`config.mk`:
```
export PLATFORM = sky130hd
export DESIGN_NAME = sipo_comma_aligner
export DESIGN_NICKNAME = d
export VERILOG_FILES = /design/src/rtl/serdes_pkg.sv /design/src/rtl/serdes_comma_detect.sv /design/src/rtl/sipo_comma_aligner.sv
export SDC_FILE = /design/constraint.sdc
export NUM_CORES = 1
export LEC_CHECK = 0
export CAP_MARGIN = 10
export CORE_MARGIN = 2
export CORE_UTILIZATION = 25
export CTS_CLUSTER_SIZE = 20
export DETAILED_ROUTE_END_ITERATION = 7
export GPL_TIMING_DRIVEN = 0
export SLEW_MARGIN = 10
export SYNTH_ARGS = -nofsm -noshare
export SYNTH_HDL_FRONTEND = slang
export SYNTH_SLANG_ARGS = --single-unit
```
`constraint.sdc`:
```
create_clock -name clk -period 1.8 [get_ports clk]
set_clock_uncertainty 0.2 [all_clocks]
set_input_delay 0.36 -clock clk [delete_from_list [all_inputs] [get_ports clk]]
set_output_delay 0.36 -clock clk [all_outputs]
set_load 0.005 [all_outputs]
```
`src/rtl/serdes_pkg.sv`:
```
// Shared SERDES definitions: K28.5 comma symbols, symbol width and the
// comma aligner lock-state encoding.
package serdes_pkg;

  localparam int unsigned SYM_W = 10;

  localparam logic [SYM_W-1:0] K28_5_RDN = 10'b0011111010;
  localparam logic [SYM_W-1:0] K28_5_RDP = 10'b1100000101;

  typedef enum logic [1:0] {
    HUNT   = 2'd0,
    VERIFY = 2'd1,
    LOCKED = 2'd2
  } align_state_e;

  // Width of a counter that must reach max(a, b) without wrapping.
  function automatic int unsigned cnt_w(input int unsigned a, input int unsigned b);
    int unsigned m;
    m = (a > b) ? a : b;
    return $clog2(m + 1);
  endfunction

endpackage

```
`src/rtl/serdes_comma_detect.sv`:
```
// Combinational K28.5 comma compare on a registered symbol window.
// Shared between the aligner and the 8b/10b decoder.
module serdes_comma_detect
  import serdes_pkg::*;
#(
  parameter int unsigned      WIDTH   = SYM_W,
  parameter logic [WIDTH-1:0] COMMA_P = K28_5_RDN,
  parameter logic [WIDTH-1:0] COMMA_N = K28_5_RDP
) (
  input  logic [WIDTH-1:0] i_sr,
  output logic             o_hit,
  output logic             o_is_p,
  output logic             o_is_n
);

  logic w_is_p;
  logic w_is_n;

  always_comb begin
    w_is_p = (i_sr == COMMA_P);
    w_is_n = (i_sr == COMMA_N);
  end

  assign o_is_p = w_is_p;
  assign o_is_n = w_is_n;
  assign o_hit  = w_is_p | w_is_n;

endmodule

```
`src/rtl/sipo_comma_aligner.sv`:
```
// Serial-to-parallel deserializer with K28.5 comma alignment and a
// HUNT/VERIFY/LOCKED lock state machine feeding the 8b/10b decoder.
module sipo_comma_aligner
  import serdes_pkg::*;
#(
  parameter int unsigned      WIDTH      = SYM_W,
  parameter logic [WIDTH-1:0] COMMA_P    = K28_5_RDN,
  parameter logic [WIDTH-1:0] COMMA_N    = K28_5_RDP,
  parameter int unsigned      LOCK_CNT   = 3,
  parameter int unsigned      UNLOCK_CNT = 4
) (
  input  logic             clk,
  input  logic             reset,
  input  logic             serial_in,
  input  logic             align_en,
  output logic [WIDTH-1:0] parallel_out,
  output logic             data_valid,
  output logic             comma_det,
  output logic             locked
);

  localparam int unsigned PH_W  = $clog2(WIDTH);
  localparam int unsigned CNT_W = cnt_w(LOCK_CNT, UNLOCK_CNT);

  localparam logic [PH_W-1:0]  PH_LAST    = PH_W'(WIDTH - 1);
  localparam logic [PH_W-1:0]  PH_REALIGN = PH_W'(1);
  localparam logic [CNT_W-1:0] LOCK_TGT   = CNT_W'(LOCK_CNT);
  localparam logic [CNT_W-1:0] UNLOCK_TGT = CNT_W'(UNLOCK_CNT);
  localparam logic [CNT_W-1:0] CNT_ONE    = CNT_W'(1);

  align_state_e     r_state;
  logic [WIDTH-1:0] r_sr;
  logic [PH_W-1:0]  r_phase;
  logic [CNT_W-1:0] r_good;
  logic [CNT_W-1:0] r_bad;
  logic [WIDTH-1:0] r_parallel_out;
  logic             r_data_valid;
  logic             r_comma_det;
  logic             r_locked;

  logic             w_hit;
  logic             w_is_p;
  logic             w_is_n;
  logic             w_boundary;
  logic [CNT_W-1:0] w_good_inc;
  logic [CNT_W-1:0] w_bad_inc;

  serdes_comma_detect #(
    .WIDTH   (WIDTH),
    .COMMA_P (COMMA_P),
    .COMMA_N (COMMA_N)
  ) u_comma_detect (
    .i_sr   (r_sr),
    .o_hit  (w_hit),
    .o_is_p (w_is_p),
    .o_is_n (w_is_n)
  );

  always_comb begin
    w_boundary = (r_phase == '0) && (r_state != HUNT);
    w_good_inc = r_good + 1'b1;
    w_bad_inc  = r_bad + 1'b1;
  end

  always_ff @(posedge clk or posedge reset) begin
    if (reset) begin
      r_sr <= '0;
    end else begin
      r_sr <= {r_sr[WIDTH-2:0], serial_in};
    end
  end

  // Phase free-runs; the FSM overrides it only when (re)acquiring a comma so
  // that the next boundary lands exactly WIDTH cycles after the hit.
  always_ff @(posedge clk or posedge reset) begin
    if (reset) begin
      r_state        <= HUNT;
      r_phase        <= '0;
      r_good         <= '0;
      r_bad          <= '0;
      r_parallel_out <= '0;
      r_data_valid   <= 1'b0;
      r_comma_det    <= 1'b0;
      r_locked       <= 1'b0;
    end else begin
      r_data_valid <= 1'b0;
      r_comma_det  <= 1'b0;
      r_phase      <= (r_phase == PH_LAST) ? '0 : r_phase + 1'b1;

      case (r_state)
        HUNT: begin
          if (align_en && w_hit) begin
            r_phase <= PH_REALIGN;
            r_good  <= CNT_ONE;
            r_state <= VERIFY;
          end
        end

        VERIFY: begin
          if (align_en && w_hit) begin
            if (w_boundary) begin
              r_good <= w_good_inc;
              if (w_good_inc == LOCK_TGT) begin
                r_state  <= LOCKED;
                r_locked <= 1'b1;
                r_bad    <= '0;
              end
            end else begin
              r_phase <= PH_REALIGN;
              r_good  <= CNT_ONE;
            end
          end
        end

        LOCKED: begin
          if (w_boundary) begin
            r_parallel_out <= r_sr;
            r_data_valid   <= 1'b1;
            r_comma_det    <= w_is_p | w_is_n;
          end
          if (align_en && w_hit) begin
            if (w_boundary) begin
              r_bad <= '0;
            end else if (w_bad_inc == UNLOCK_TGT) begin
              r_state  <= HUNT;
              r_locked <= 1'b0;
              r_good   <= '0;
              r_bad    <= '0;
            end else begin
              r_bad <= w_bad_inc;
            end
          end
        end

        default: begin
          r_state  <= HUNT;
          r_locked <= 1'b0;
          r_good   <= '0;
          r_bad    <= '0;
        end
      endcase
    end
  end

  assign parallel_out = r_parallel_out;
  assign data_valid   = r_data_valid;
  assign comma_det    = r_comma_det;
  assign locked       = r_locked;

endmodule

```
==> After elaboration in Yosys (flattened, before gate mapping) <==
Index checks and enable logic that the tools add are counted.
{ "totals": {"reg_bits": 35, "wordCells": 76} }
{ "op_classes": {"add_sub_neg": 3, "eq_ne": 14, "muxes": 38, "bitwise": 2, "reduce_logical": 10} }
{ "op_table": {"columns": ["op", "count"], "rows": [
  ["$mux 3", 12],
  ["$pmux 3 s3", 2],
  ["$mux 4", 4],
  ["$mux 2", 7],
  ["$ne 2x2->1 const B", 7],
  ["$reduce_and 7->1", 2],
  ["$eq 10x10->1 const B", 1],
  ["$eq 10x8->1 const B", 1],
  ["$mux 1", 10],
  ["$reduce_and 5->1", 2],
  ["$pmux 4 s2", 1],
  ["$add 3x1->3 const B", 2],
  ["$pmux 2 s3", 1],
  ["$add 4x1->4 const B", 1],
  ["$eq 4x4->1 const B", 1],
  ["$logic_not 4->1", 1],
  ["$eq 3x2->1 const B", 1],
  ["$eq 3x3->1 const B", 1],
  ["$pmux 1 s3", 1],
  ["$eq 2x1->1 const B", 1],
  ["$eq 2x2->1 const B", 1],
  ["$logic_and 1x1->1", 2],
  ["$logic_not 2->1", 1],
  ["$reduce_and 2->1", 1],
  ["3 further kinds", 3]
]} }

==> Logic depth before layout (Yosys ltp) <==
Gate-level depths: netlist of run 1.
{ "depth": {"word_depth": 6, "mapped_depth": 8, "depth_no_buf": 7} }

==> Cells and area by module <==
From an unflattened synthesis of run 1, not the netlist that was laid out.
{ "hier_totals": {"hier_cells": 121, "hier_area_um2": 1560.2} }
{ "by_module_without_submodules": {"columns": ["module", "instances", "cells_per_inst", "area_per_inst_um2"], "rows": [
  ["sipo_comma_aligner", 1, 113, 1495.2],
  ["serdes_comma_detect", 1, 8, 65.1]
]} }

==> Worst setup path before layout of run 1 <==
Ideal clock, no wire load.
{ "synth_path": {"kind": "register to register", "from": "register r_phase[0]", "to": "register r_state[0]", "setup_time_ps": 128, "t_arrival_ps": 1579, "t_required_ps": 1472, "slack_ps": -106, "stages_incl_launch_ff": 7, "path_buffers": 0, "cell_sequence": "dfrtp_1 > inv_1 > ha_1 > or3b_1 > a31oi_2 > a31oi_4 > mux2_1"} }
{ "synth_between": {"elab_chain_len": 4, "elab_cells_between_ends": 5} }
{ "synth_lines": {"columns": ["item", "line", "rtl"], "rows": [
  ["from (decl)", "sipo_comma_aligner.sv:33", "logic [PH_W-1:0] r_phase;"],
  ["from (signal assigned)", "sipo_comma_aligner.sv:88", "r_phase <= (r_phase == PH_LAST) ? '0 : r_phase + 1'b1;"],
  ["$logic_not 4->1 (*)", "sipo_comma_aligner.sv:60", "w_boundary = (r_phase == '0) && (r_state != HUNT);"],
  ["$logic_and 1x1->1 (*)", "sipo_comma_aligner.sv:60", null],
  ["$ne 2x2->1 (no source line)", null, null],
  ["$reduce_and 7->1 (no source line) (*)", null, null],
  ["to (signal assigned)", "sipo_comma_aligner.sv:77", "r_state <= HUNT;"],
  ["to (signal assigned)", "sipo_comma_aligner.sv:95", "r_state <= VERIFY;"],
  ["to (signal assigned)", "sipo_comma_aligner.sv:104", "r_state <= LOCKED;"],
  ["to (decl)", "sipo_comma_aligner.sv:31", "align_state_e r_state;"]
]} }
Every way passes the cells marked *; elsewhere a longest branch is shown, timed or not.
A chain may end at the register's enable or synchronous reset.

==> Worst setup path in the final report of run 1 <==
{ "layout_path": {"from": "register r_phase[1]", "to": "register r_good[0]"} }
{ "layout_between": {"elab_chain_len": 5, "elab_cells_between_ends": 7} }
{ "layout_lines": {"columns": ["item", "line", "rtl"], "rows": [
  ["$logic_not 4->1 (*)", "sipo_comma_aligner.sv:60", null],
  ["$logic_and 1x1->1 (*)", "sipo_comma_aligner.sv:60", null],
  ["$mux 3", "sipo_comma_aligner.sv:101", "if (w_boundary) begin"],
  ["$mux 3", "sipo_comma_aligner.sv:100", "if (align_en && w_hit) begin"],
  ["$pmux 3 s3", "sipo_comma_aligner.sv:90", "case (r_state)"],
  ["to (signal assigned)", "sipo_comma_aligner.sv:102", "r_good <= w_good_inc;"],
  ["to (decl)", "sipo_comma_aligner.sv:34", "logic [CNT_W-1:0] r_good;"]
]} }
Every way passes the cells marked *; elsewhere a longest branch is shown, timed or not. The select of a mux whose other input is x is not followed.

==> reports/metrics.csv, run 1 <==
stage;metric;value;unit
global_route;GRT overflow;0;
route;DRC;0;
route;vias;1129;
route;DR pass1 iterations;4;
place;pre-CTS setup slack;-0.3210;ns
place;Final GP Congestion;0.6859;
synth;flop and latch count out of synthesis;35;
worst_hold_path;Hold Crit Class;reg -> reg;
critical_path;sequence of cells on the critical path;inv_2 > ha_4 > or3b_4 > a31oi_4 > a31oi_4 > buf_4 > buf_6 > nand2_2 > o21ai_2;
critical_path;worst r2r src;r_phase[1];
route;routed len/inst;11.65;um
pwr;Seq pwr share;0.531;
clocking;CTS tree;yes;
sta;fin crit period;1.917;ns
global_route;pin count of the biggest net entering global routing;36;
pwr;Leak;0.0009826;uW
critical_path;worst path required time;1.78;ns
global_route;initial antenna violation count;0;
pwr;clock share of power;0.320;
floorplan;die area;0.007084;mm^2
clocking;Num CTS Buffers;5;
pwr;post-route total power;1698;uW
pwr;Sw Ratio;0.2678;
floorplan;die width;84.17;um
critical_path;Setup crit end kind;flip-flop;
place;DP Cell Count;236;
layout;commonest non-fill, non-tap cell in the layout;dfrtp_1;
critical_path;Worst Setup Path Type;reg -> reg;
floorplan;Initial Util;0.2559;
critical_path;crit path DAT;1.90;ns
layout;final std cells w/o fill;258;
sta;Slew @ Worst Pin;0.6994;ns
clocking;htree depth;2;
synth;Synth Warn #;0;
synth;Post-Syn Area per Cell;11.23;um^2
layout;commonest cells after routing, fill and taps aside;dfrtp_1, nand2_1, clkdlybuf4s50_1;
pwr;Int Power;1243;uW
global_route;overall routing resource usage;0.09097;
clocking;root buffer cell;clkbuf_8;
sta;Final setup viols;18;
layout;Antenna diodes;0;
sta;Fin. Hold Viols;0;
sta;Tcrit/Tclk final;1.065;
layout;Final Cell Area;0.002267;mm^2
route;wirelength, routed;3.006;mm
critical_path;Worst Setup EP;r_good[0];
critical_path;Critical Path Source;r_phase[1];
critical_path;critical path startpoint category;flip-flop;
synth;share of the yosys chip area belonging to registers;0.5452;
clocking;clock sink total;35;
synth;syn nets;154;
clocking;Max Root-Sink Buffers;2;
critical_path;R2R Setup Slk;-0.12;ns
sta;final slew viol count;0;
critical_path;Critical-path top delay cell;dfrtp_1;
sta;Fin Setup TNS;-1.339;ns
critical_path;critical-path maximum fanout;6;
layout;P&R area growth vs syn;41.12;%
pwr;Power Density;748.9;mW/mm^2
route;post-route ant nets;0;
critical_path;worst r2r dst;r_good[0];
clocking;Post-CTS Hold Buffers;0;
pwr;switching pwr;454.7;uW
sta;setup slack after layout;-0.1166;ns
route;vias per cell;4.376;
floorplan;Ports;17;
floorplan;chip height;84.17;um
global_route;first-pass GRT wire length;4.940;mm
synth;Synth cell types;35;
clocking;Clock transition at path regs;0.07;ns
clocking;Worst-Skew Late Latency;0.29;ns
critical_path;Max stage delay on crit path;0.39;ns
pwr;Max rail drop VDD;0.3095;mV
layout;fraction of layout cells with a size suffix above 1;0.3812;
layout;Post-layout nets;191;
place;PortBufs;16;
sta;f_max;521.8;MHz
sta;slew margin rel.;0.5330;
route;drt initial violations;47;
pwr;combinational share of power;0.149;
global_route;vias in the first global route;1080;
synth;Post-Synthesis Cells;143;
flow_run;Maximum Capacitance Violations;0;
outcome;status;finished with violations;
synth;synthesized cell area;0.001607;mm^2
outcome;violated checks;negative setup slack;
sta;RSZ-0062 raised after global routing;yes;
critical_path;FF-to-FF path depth;9;
floorplan;Site Rows;29;
floorplan;Core Footprint;0.006277;mm^2
critical_path;crit-path most repeated cell;a31oi_4;
place;HPWL Detailed;1.916;mm
place;Area after DPL;0.001908;mm^2
-- repair_timing --
action / 4_1_cts / 5_1_grt
resized for setup: 23 / 21
cloned: 1 / 0
setup endpoints to repair: 20 / 24
pin swaps: 6 / 6
setup buffers: 10 / 4
-- cell usage after synthesis --
library cell | number | area [um^2]
inv_2 | 1 | 3.750
a211oi_2 | 1 | 12.51
buf_2 | 1 | 5.000
nand2b_1 | 1 | 6.260
dfrtp_1 | 35 | 875.8
mux2i_1 | 2 | 20.02
a31oi_4 | 2 | 42.54
and4_2 | 1 | 10.01
o41ai_1 | 1 | 8.760
a21oi_1 | 4 | 20.02
a22o_1 | 2 | 17.52
nor2_1 | 7 | 26.28
xnor2_1 | 2 | 17.52
a31o_1 | 1 | 8.760
and4bb_2 | 2 | 25.02
and2_1 | 1 | 6.260
and4bb_1 | 1 | 12.51
nand3_1 | 4 | 20.02
nor4_4 | 1 | 21.27
nor3b_1 | 4 | 30.03
inv_1 | 6 | 22.52
nor4bb_1 | 1 | 10.01
or3b_1 | 1 | 8.760
a31oi_2 | 1 | 12.51
mux2_1 | 2 | 22.52
xor2_1 | 1 | 8.760
ha_1 | 7 | 87.58
a31oi_1 | 1 | 6.260
o21bai_1 | 2 | 15.01
nand4_4 | 2 | 42.54
or2_1 | 1 | 6.260
a21boi_1 | 1 | 7.510
o21ai_1 | 4 | 20.02
clkbuf_1 | 1 | 3.750
nand2_1 | 38 | 142.6
-- layout make-up --
type | instances | area, um^2
Sequential cell | 35 | 875.8
Tap cell | 77 | 96.34
Fill cell | 619 | 4010
Multi-Input combinational cell | 99 | 857.1
Clock buffer | 6 | 72.57
Clock inverter | 2 | 12.51
Inverter | 7 | 33.78
Timing Repair Buffer | 31 | 294.0
Buffer | 1 | 25.02
-- metal layers --
| metal | wire, um | global-route usage |
|---|---|---|
| met1 | 1384 | 0.1094 |
| met2 | 1420 | 0.1414 |
| met3 | 125 | 0.03441 |
| met4 | 75 | 0.04839 |
| met5 | 0 | 0 |
-- power by group through the flow --
stage	Sequential [uW]	Clock (uW)	Combinational [uW]
floorplan	898	0	138
global route	911	593	279
global placement	911	0	169
detailed placement	916	0	174
CTS	899	565	236
finish	902	543	254
-- worst min-delay path by stage --
stage | from | to | slack [ns] | cells after the start
floorplan | r_sr[2] | r_sr[3] | 0.18 | 0
global placement | r_sr[1] | r_sr[2] | 0.20 | 0
detailed placement | r_sr[1] | r_sr[2] | 0.20 | 0
CTS | r_sr[0] | r_sr[1] | 0.22 | 0
global route | r_sr[0] | r_sr[1] | 0.23 | 0
finish | r_sr[0] | r_sr[1] | 0.21 | 0
-- sequential cells by signal (all words and copies together), names as in the netlist --
| name | flops |
|---|---|
| r_phase | 4 |
| comma_det | 1 |
| parallel_out | 10 |
| r_good | 3 |
| locked | 1 |
| r_sr | 10 |
| r_bad | 3 |
| r_state | 2 |
| data_valid | 1 |
-- logic make-up after synthesis --
kind of cell | after synthesis | share of synthesized area
buf+inv | 9 | 0.02180
simple gates | 65 | 0.2290
mux | 4 | 0.02648
compound gates | 20 | 0.1067
fa+ha+maj | 7 | 0.05451
xor+xnor | 3 | 0.01636
flops | 35 | 0.5452
-- critical path, delay by kind of cell (launching register included) --
family                     cells  cell delay, ns
and+or+nand+nor                2            0.44
adders and majority gates      1            0.14
DFF                            1            0.39
AOI/OAI and AO/OA              3            0.29
buffers and inverters          3            0.36
-- per-stage QoR --
stage,util,hold slack (ns)
after floorplan,-,0.1795
final,0.3612,0.2146
after global placement,0.3040,0.1951
after CTS,0.3450,0.2152
after global routing,0.3612,0.2282
after detailed placement,0.3040,0.2026
(Power assumes the default switching activity.)
==> run 2: changes to the inputs <==
Settings changed: CORE_MARGIN 2 to 5, CTS_CLUSTER_DIAMETER set to 150, SKIP_CTS_REPAIR_TIMING set to 1.
==> run 2 against run 1 <==
Effect of this change:
- the flow still finishes with violations (negative setup slack)
- critical path type unchanged
- clock power up 25%
- flip-flop and latch count unchanged
- utilization decreased by 0.39 points
- combinational power decreased by 7%
- critical path depth is 3 lower
- clock-buffer cell count fell by 1
- register-to-register slack got worse by 0.03 ns
- worst hold slack improved by 0.012 ns
- worst setup slack worse by 0.031 ns
==> reports/metrics.csv, run 2 (same netlist as run 1, synthesis figures left out) <==
stage;metric;value;unit;change
route;DRC;0;;unchanged
floorplan;chip height;90.17;um;+7.1%
route;DR pass1 iterations;4;;unchanged
critical_path;critical-path maximum fanout;6;;unchanged
pwr;Max rail drop VDD;0.4653;mV;+50%
sta;Tcrit/Tclk final;1.082;;+0.01742
place;PortBufs;16;;unchanged
place;Final GP Congestion;0.7256;;+5.8%
clocking;htree depth;2;;unchanged
layout;register area;875.8;um^2;unchanged
critical_path;critical path startpoint category;flip-flop;;
floorplan;die width;90.17;um;+7.1%
global_route;initial antenna violation count;0;;unchanged
floorplan;Core Footprint;0.006314;mm^2;+0.58%
critical_path;Worst Setup Path Type;reg -> reg;;
pwr;Power Density;804.8;mW/mm^2;+7.5%
clocking;clock sink total;35;;unchanged
floorplan;Initial Util;0.2545;;-0.001471
layout;fraction of layout cells with a size suffix above 1;0.3807;;-0.0005337
sta;Final setup viols;19;;+1
global_route;Top Usage Layer GRT;met2;;
global_route;GRT overflow;0;;unchanged
layout;Post-layout nets;187;;-2.1%
global_route;met2 Use GR;0.1213;;-0.02007
global_route;met1 Resource Use GR;0.08788;;-0.02150
clocking;Num CTS Buffers;5;;unchanged
layout;commonest cells after routing, fill and taps aside;dfrtp_1, nand2_1, nand2_2;;
clocking;Clock transition at path regs;0.07;ns;about the same
layout;commonest non-fill, non-tap cell in the layout;dfrtp_1;;
layout;Antenna diodes;0;;unchanged
sta;Slew @ Worst Pin;0.7192;ns;+0.01982 ns
sta;f_max;513.4;MHz;-1.6%
flow_run;Maximum Capacitance Violations;0;;unchanged
clocking;root buffer cell;clkbuf_8;;
route;wirelength, routed;3.135;mm;+4.3%
outcome;violated checks;negative setup slack;;
sta;slew margin rel.;0.5198;;-0.01323
worst_hold_path;Hold Crit Class;reg -> reg;;
worst_hold_path;Hold Path Origin;r_sr[2];;
sta;Fin Setup TNS;-1.526;ns;-0.1870 ns
floorplan;Ports;17;;unchanged
global_route;GR Layer Usage met3;0.02504;;-0.009373
clocking;Max Root-Sink Buffers;2;;unchanged
pwr;Leak;0.0009695;uW;-1.3%
route;vias per cell;4.423;;+1.1%
critical_path;Setup crit end kind;flip-flop;;
route;drt initial violations;52;;+11%
critical_path;worst path required time;1.76;ns;-0.02 ns
global_route;first-pass GRT wire length;4.857;mm;-1.7%
clocking;Worst-Skew Late Latency;0.28;ns;about the same
layout;P&R area growth vs syn;40.42;%;
critical_path;crit path DAT;1.91;ns;about the same
route;vias;1119;;-0.89%
sta;fin crit period;1.948;ns;+0.03135 ns
layout;fillers;628;;+1.5%
global_route;vias in the first global route;1042;;-3.5%
floorplan;Site Rows;29;;unchanged
global_route;overall routing resource usage;0.07374;;-0.01723
place;pre-CTS setup slack;-0.3292;ns;-0.008193 ns
critical_path;Critical Path Source;r_phase[0];;
sta;final slew viol count;0;;unchanged
route;routed len/inst;12.39;um;+6.4%
outcome;status;finished with violations;;
place;HPWL Detailed;2.052;mm;+7.1%
sta;setup slack after layout;-0.1480;ns;-0.03135 ns
clocking;CTS tree;yes;;
route;post-route ant nets;0;;unchanged
layout;area of the multi-input gates;855.8;um^2;-0.15%
critical_path;worst r2r src;r_phase[0];;
sta;RSZ-0062 raised after global routing;yes;;
sta;Fin. Hold Viols;0;;unchanged
floorplan;die area;0.008130;mm^2;+15%
global_route;pin count of the biggest net entering global routing;36;;unchanged
[run 2: cell types whose count changed in the layout (fill, tap and decap cells not counted), sizes merged]
cell	previous run	this run
clkinv	1	0
buf	15	11
clkbuf	7	6
bufinv	0	1
[run 2: final cells by class]
type	count	area share
clock inverters	2	0.01664
multi-input cells	99	0.3794
clock buffers	5	0.03050
plain buffers	2	0.01165
repair buffers	26	0.1181
well taps	77	0.04271
inverters	7	0.01276
flip-flops and latches	35	0.3882
[run 2: power breakdown]
group	internal, uW	total (uW)	switching (uW)
clock network	404	677	272
logic	125	235	110
registers	835	904	68.9
[run 2: final timing paths]
path,slack (ns),to,cells after the start
hold reg to reg,0.23,r_sr[3],0
min in group asynchronous,0.32,r_sr[6],2
hold / removal,0.23,r_sr[3],0
max in group asynchronous,0.62,r_phase[0],2
setup reg to reg,-0.15,r_state[0],6
setup / recovery,-0.15,r_state[0],6
[run 2: stage by stage]
| stage | util | power, uW | cell area, um^2 | hold slack [ns] | cells |
|---|---|---|---|---|---|
| CTS | 0.3191 | 1777 | 2014 | 0.2153 | 243 |
| detailed placement | 0.3022 | 1091 | 1908 | 0.1969 | 236 |
| finish | 0.3573 | 1816 | 2256 | 0.2271 | 253 |
| global route | 0.3573 | 1906 | 2256 | 0.2531 | 253 |
| global placement | 0.3022 | 1080 | 1908 | 0.1977 | 236 |
| floorplan | - | 1037 | 1652 | 0.1795 | 143 |
[run 2: critical path, cell delays in order, from the launching register on]
cell     delay, ns
dfrtp_1       0.41
inv_2         0.08
ha_4          0.13
or3b_4        0.39
a31oi_4       0.22
a31oi_4       0.08
mux2_4        0.32
[run 2: layer usage]
metal / up-vias / part of all wire
met5: - / 0
met4: 0 / 0.0099
met3: 4 / 0.032
met2: 16 / 0.49
met1: 547 / 0.47
li1: 552 / -
